--- src/rtl/seg_display_writer_if.sv ---
// Digit write channel into the trainer display writer.
// The master drives valid/sel/digit and the writer answers with ready.
interface seg_display_writer_if;
  logic       wr_valid;
  logic [1:0] wr_sel;
  logic [3:0] wr_digit;
  logic       wr_ready;

  modport master (
    output wr_valid,
    output wr_sel,
    output wr_digit,
    input  wr_ready
  );

  modport slave (
    input  wr_valid,
    input  wr_sel,
    input  wr_digit,
    output wr_ready
  );
endinterface

--- src/rtl/seg_display_writer.sv ---
// Writes session digits to the usr/uid/pwd seven-segment displays.
// PWD_MASK_EN: show password digits briefly, then mask them to a dash.
module seg_display_writer #(
  parameter int MASK_CYCLES = 50000000,
  parameter int CNT_W       = 26
) (
  input  logic                clk,
  input  logic                rst,
  input  logic                mode_selector,
  seg_display_writer_if.slave wr,
  output logic                busy,
  output logic [6:0]          seg_usr,
  output logic [6:0]          seg_uid,
  output logic [6:0]          seg_pwd
);

  localparam logic [6:0] BLANK = 7'b1111111;
  localparam logic [6:0] DASH  = 7'b0111111;

  if (MASK_CYCLES < 1 ||
      longint'(MASK_CYCLES) >= (longint'(1) << CNT_W)) begin : g_bad_cfg
    $error("seg_display_writer: MASK_CYCLES must be >= 1 and fit CNT_W");
  end

  // {g,f,e,d,c,b,a}, active-low
  function automatic logic [6:0] hex7(input logic [3:0] d);
    logic [6:0] s;
    case (d)
      4'h0: s = 7'b1000000;
      4'h1: s = 7'b1111001;
      4'h2: s = 7'b0100100;
      4'h3: s = 7'b0110000;
      4'h4: s = 7'b0011001;
      4'h5: s = 7'b0010010;
      4'h6: s = 7'b0000010;
      4'h7: s = 7'b1111000;
      4'h8: s = 7'b0000000;
      4'h9: s = 7'b0010000;
      4'hA: s = 7'b0001000;
      4'hB: s = 7'b0000011;
      4'hC: s = 7'b1000110;
      4'hD: s = 7'b0100001;
      4'hE: s = 7'b0000110;
      default: s = 7'b0001110;
    endcase
    return s;
  endfunction

`ifdef PWD_MASK_EN
  typedef enum logic [1:0] {
    S_OFF, S_READY, S_MASK
  } state_t;

  logic [CNT_W-1:0] cnt;
  logic             busy_q;

  assign busy = busy_q;
`else
  typedef enum logic [1:0] {
    S_OFF, S_READY
  } state_t;

  assign busy = 1'b0;
`endif

  state_t state;
  logic   ready_q;

  assign wr.wr_ready = ready_q;

  always_ff @(posedge clk) begin
    if (rst || !mode_selector) begin
      // reset and session exit both leave everything dark
      state   <= S_OFF;
      ready_q <= 1'b0;
      seg_usr <= BLANK;
      seg_uid <= BLANK;
      seg_pwd <= BLANK;
`ifdef PWD_MASK_EN
      busy_q  <= 1'b0;
      cnt     <= '0;
`endif
    end else begin
      unique case (state)
        S_OFF: begin
          state   <= S_READY;
          ready_q <= 1'b1;
        end
        S_READY: begin
          if (wr.wr_valid) begin
            unique case (wr.wr_sel)
              2'd0: seg_usr <= hex7(wr.wr_digit);
              2'd1: seg_uid <= hex7(wr.wr_digit);
              2'd2: begin
                seg_pwd <= hex7(wr.wr_digit);
`ifdef PWD_MASK_EN
                cnt     <= CNT_W'(MASK_CYCLES - 1);
                busy_q  <= 1'b1;
                ready_q <= 1'b0;
                state   <= S_MASK;
`endif
              end
              default: begin
                seg_usr <= BLANK;
                seg_uid <= BLANK;
                seg_pwd <= BLANK;
              end
            endcase
          end
        end
`ifdef PWD_MASK_EN
        S_MASK: begin
          // writes arriving here are dropped, not queued
          if (cnt == '0) begin
            seg_pwd <= DASH;
            busy_q  <= 1'b0;
            ready_q <= 1'b1;
            state   <= S_READY;
          end else begin
            cnt <= cnt - CNT_W'(1);
          end
        end
`endif
        default: begin
          state   <= S_OFF;
          ready_q <= 1'b0;
        end
      endcase
    end
  end

endmodule

--- src/flat_wrapper.sv ---
// flat-port wrapper written by rule: the top's interface ports become plain ports
module seg_display_writer_flat 
#(
  parameter int MASK_CYCLES = 50000000,
  parameter int CNT_W       = 26
)
  (clk, rst, mode_selector, busy, seg_usr, seg_uid, seg_pwd, wr_wr_valid, wr_wr_sel, wr_wr_digit, wr_wr_ready);
  seg_display_writer_if wr_i ();
  input  logic clk;
  input  logic rst;
  input  logic mode_selector;
  output logic busy;
  output logic [6:0] seg_usr;
  output logic [6:0] seg_uid;
  output logic [6:0] seg_pwd;
  input wire logic [$bits(wr_i.wr_valid)-1:0] wr_wr_valid;
  input wire logic [$bits(wr_i.wr_sel)-1:0] wr_wr_sel;
  input wire logic [$bits(wr_i.wr_digit)-1:0] wr_wr_digit;
  output wire logic [$bits(wr_i.wr_ready)-1:0] wr_wr_ready;
  assign wr_i.wr_valid = wr_wr_valid;
  assign wr_i.wr_sel = wr_wr_sel;
  assign wr_i.wr_digit = wr_wr_digit;
  assign wr_wr_ready = wr_i.wr_ready;
  seg_display_writer #(.MASK_CYCLES(MASK_CYCLES), .CNT_W(CNT_W)) u_core (.clk(clk), .rst(rst), .mode_selector(mode_selector), .wr(wr_i), .busy(busy), .seg_usr(seg_usr), .seg_uid(seg_uid), .seg_pwd(seg_pwd));
endmodule
--- config.mk ---
export PLATFORM = sky130hd
export DESIGN_NAME = seg_display_writer_flat
export DESIGN_NICKNAME = d
export VERILOG_FILES = /design/src/rtl/seg_display_writer_if.sv /design/src/rtl/seg_display_writer.sv /design/src/flat_wrapper.sv
export SDC_FILE = /design/constraint.sdc
export NUM_CORES = 1
export LEC_CHECK = 0
export CELL_PAD_IN_SITES_DETAIL_PLACEMENT = 1
export CELL_PAD_IN_SITES_GLOBAL_PLACEMENT = 2
export CORE_MARGIN = 2
export CORE_UTILIZATION = 30
export CTS_BUF_LIST = sky130_fd_sc_hd__clkbuf_4
export CTS_CLUSTER_SIZE = 12
export DETAILED_ROUTE_END_ITERATION = 6
export HOLD_SLACK_MARGIN = 0.12
export PLACE_DENSITY = 0.84
export SLEW_MARGIN = 20
export SYNTH_ARGS = -nofsm -noshare
export SYNTH_HDL_FRONTEND = slang
export SYNTH_SLANG_ARGS = --single-unit
--- constraint.sdc ---
create_clock -name clk -period 1.7 [get_ports clk]
set_input_delay 0.34 -clock clk [delete_from_list [all_inputs] [get_ports clk]]
set_output_delay 0.34 -clock clk [all_outputs]
set_load 0.03 [all_outputs]
==> impl_results.md <==
* R2R cell count at 4
* Die Height at 65.2 microns
* Clk Tree Root Cell: clkbuf_4
* Power Dens Cells at 640 mW/mm^2
* Yosys warnings at 0
* Vias at 1062
* Initial drt markers at 50
* Critical Path End Type: flop
* Final setup skew at 0.00317 ns
* CTS tree: built
* Sequential share of the synthesized area at 39.2%
* Worst Slack Setup Final at -0.0666 ns
* Failing checks: setup timing
* Setup TNS at -0.334 ns
* Cell variety after synth at 34
* Cell leakage power at 0.694 nW
* Cell Chain, Critical Path: clkdlybuf4s50_1 > inv_1 > ha_2 > nor4bb_1 > buf_4 > nand3_4 > o32a_1
* # fillers at 418
* Cells after Synth at 107
* Post-route antenna net violation count at 0
* Congestion Overflow GR at 0
* Worst setup startpoint: wr_wr_sel[0]
* Final wirelength at 3.23 mm
* CORE AREA at 0.00363 sq mm
* Crit start category: input pin
* Setup Viol. Count Final at 7
* Net count after synthesis at 127
* Nets at 178
* Num CTS Buffers at 3
* Max-slew violations at 0
* #FFs+latches synth at 22
* CP max stage delay at 0.49 ns
* Chip width at 65.2 microns
* Synth Area per Inst at 10.5 sq um
* DRC Markers at 0
* Fraction of layout instances using a drive strength above 1 at 27.4%
* Overall Global Routing Usage at 15.7%
* Worst Hold Class: flop to flop
* Routed length per instance at 15.7 microns
* Num rows at 22
* Tmin final at 1.77 ns
* Post-layout power at 0.00112 W
* CP delay by family, top: buffers and inverters
* # port buffers at 31
* Sink of the worst hold path: u_core.seg_usr[0]
* CP arrival at 1.97 ns
* Largest net degree at the start of global routing at 16
* Min-delay src: u_core.seg_usr[0]
* Reg2reg start: u_core.wr.wr_ready
* Worst VDD drop at 0.000445 V
* First-pass GRT wire length at 5.29 mm
* Initial antenna violation count at 0
* Final Wtd Congestion at 0.867
* Tcrit/Tclk final at 104%
* Post-DP HPWL at 2.48 mm
* Area Overhead vs Synth at 55.3%
* # hold bufs at CTS at 0
* Slowest library cell on the worst path: clkdlybuf4s50_1
* Worst path required time at 1.91 ns
* Endpoints failing hold at 0
* IO Count at 33
* # diodes at 0
* Die area at 0.00425 sq mm
* Fmax at 0.566 GHz
* Clk_lat worst skew at 0.31 ns
* FF-to-FF End: u_core.seg_uid[4]
* Reg-to-reg slack, setup at 0.39 ns
* Initial Util at 31.0%
* Cells on Worst Hold Path at 1
* Commonest cells after routing, fill and taps aside: buf_4 (22), dfxtp_1 (22), dlymetal6s2s_1 (16)
* Max FO, Critical Path at 5
* Setup CP Type: input pin to flop
* Vias per cell at 5.18
* Status: complete, but fails checks
* Vias in the first global route at 1116
* Max-capacitance violation count at 0
* Mapped cell area at 0.00112 sq mm
* H-tree levels at 1
* Clock Path Buffers at 2
* Core Util, Final at 48.1%
* RSZ-0062 raised after global routing: yes
* Clock sink total at 22
* Clock transition at path regs at 0.12 ns
* DR pass1 iterations at 4
* WP buf/inv at 3
* Final Hold Slack at 0.496 ns
layer usage:
| layer | track usage, % | routed length [microns] |
|---|---|---|
| met5 | 0 | 0 |
| met4 | 2.34 | 19 |
| met3 | 3.60 | 119 |
| met2 | 29.0 | 1710 |
| met1 | 18.8 | 1380 |
area by class of cell:
class	instances	area, sq um	share of cell area [%]
repair buffers	55	528	30.2
well taps	48	60.1	3.44
inverters	7	28.8	1.65
flip-flops and latches	22	440	25.2
clock inverters	1	30.0	1.72
multi-input cells	69	637	36.5
clock buffers	3	22.5	1.29
sequential cells by signal, summed over array words and instances (netlist names):
register	cells
u_core.seg_pwd	7
u_core.seg_uid	7
u_core.seg_usr	7
u_core.wr.wr_ready	1
worst max-delay path by stage:
stage	end	slack (ns)	cells after the start
4_1_cts	seg_pwd[0]	0.001	1
6_report	u_core.seg_uid[4]	-0.07	7
3_3_place_gp	u_core.seg_pwd[4]	-0.31	7
2_1_floorplan	u_core.seg_pwd[0]	0.23	6
5_1_grt	u_core.seg_uid[4]	-0.08	7
3_5_place_dp	u_core.seg_uid[4]	-0.36	7
logic make-up after synthesis:
group / Yosys count / share of synthesized area, %
compound gates: 28 / 21.2
simple gates: 25 / 15.1
other cells: 1 / 0.333
xor+xnor: 1 / 0.779
fa+ha+maj: 10 / 11.1
mux: 4 / 4.67
buf+inv: 16 / 7.56
flops: 22 / 39.2
Yosys cell counts:
master | instances | area, sq um
or2_0 | 1 | 6.26
nand2_1 | 1 | 3.75
nand2b_1 | 3 | 18.8
o221a_2 | 1 | 11.3
xor2_1 | 1 | 8.76
and3_1 | 3 | 18.8
mux2i_1 | 3 | 30.0
a31oi_1 | 3 | 18.8
buf_2 | 3 | 15.0
nor2b_1 | 2 | 12.5
conb_1 | 1 | 3.75
o2111a_1 | 1 | 11.3
inv_4 | 1 | 6.26
o21ai_0 | 2 | 10.0
clkbuf_1 | 2 | 7.51
nor3_1 | 5 | 25.0
inv_1 | 5 | 18.8
o21a_1 | 1 | 7.51
dfxtp_1 | 22 | 440
nand3_2 | 3 | 30.0
o32a_1 | 10 | 100
nor4bb_1 | 2 | 20.0
ha_1 | 10 | 125
nand3_1 | 1 | 5.00
o22ai_1 | 3 | 18.8
and3b_1 | 1 | 8.76
o22a_1 | 5 | 43.8
buf_4 | 3 | 22.5
mux4_2 | 1 | 22.5
nor2_1 | 1 | 3.75
a41oi_1 | 2 | 17.5
buf_6 | 1 | 11.3
inv_2 | 1 | 3.75
or3b_1 | 2 | 17.5
report_power, final:
| group | total [W] | switching [W] | internal [W] |
|---|---|---|---|
| logic | 0.000199 | 0.000102 | 0.0000978 |
| registers | 0.000521 | 0.00000230 | 0.000519 |
| clock network | 0.000397 | 0.000158 | 0.000238 |
worst register-to-register path, stage by stage (launching register included):
cell and delay (ns):
dfxtp_1 0.39, nor4bb_1 0.31, buf_4 0.21, nand3_4 0.11, o32a_1 0.20
through the flow:
stage | setup WS, ns | instance area [sq um] | cells
floorplan | 0.234 | 1120 | 107
global placement | -0.306 | 1610 | 200
detailed placement | -0.355 | 1610 | 200
CTS | 0.00115 | 1660 | 204
global route | -0.0778 | 1750 | 205
finish | -0.0666 | 1750 | 205
timing repair:
action                     CTS  global route
setup endpoints to repair   13            31
gates resized for setup      9            28
setup buffers                0             1
pin swaps                    1             5
(Power assumes the default switching activity.)
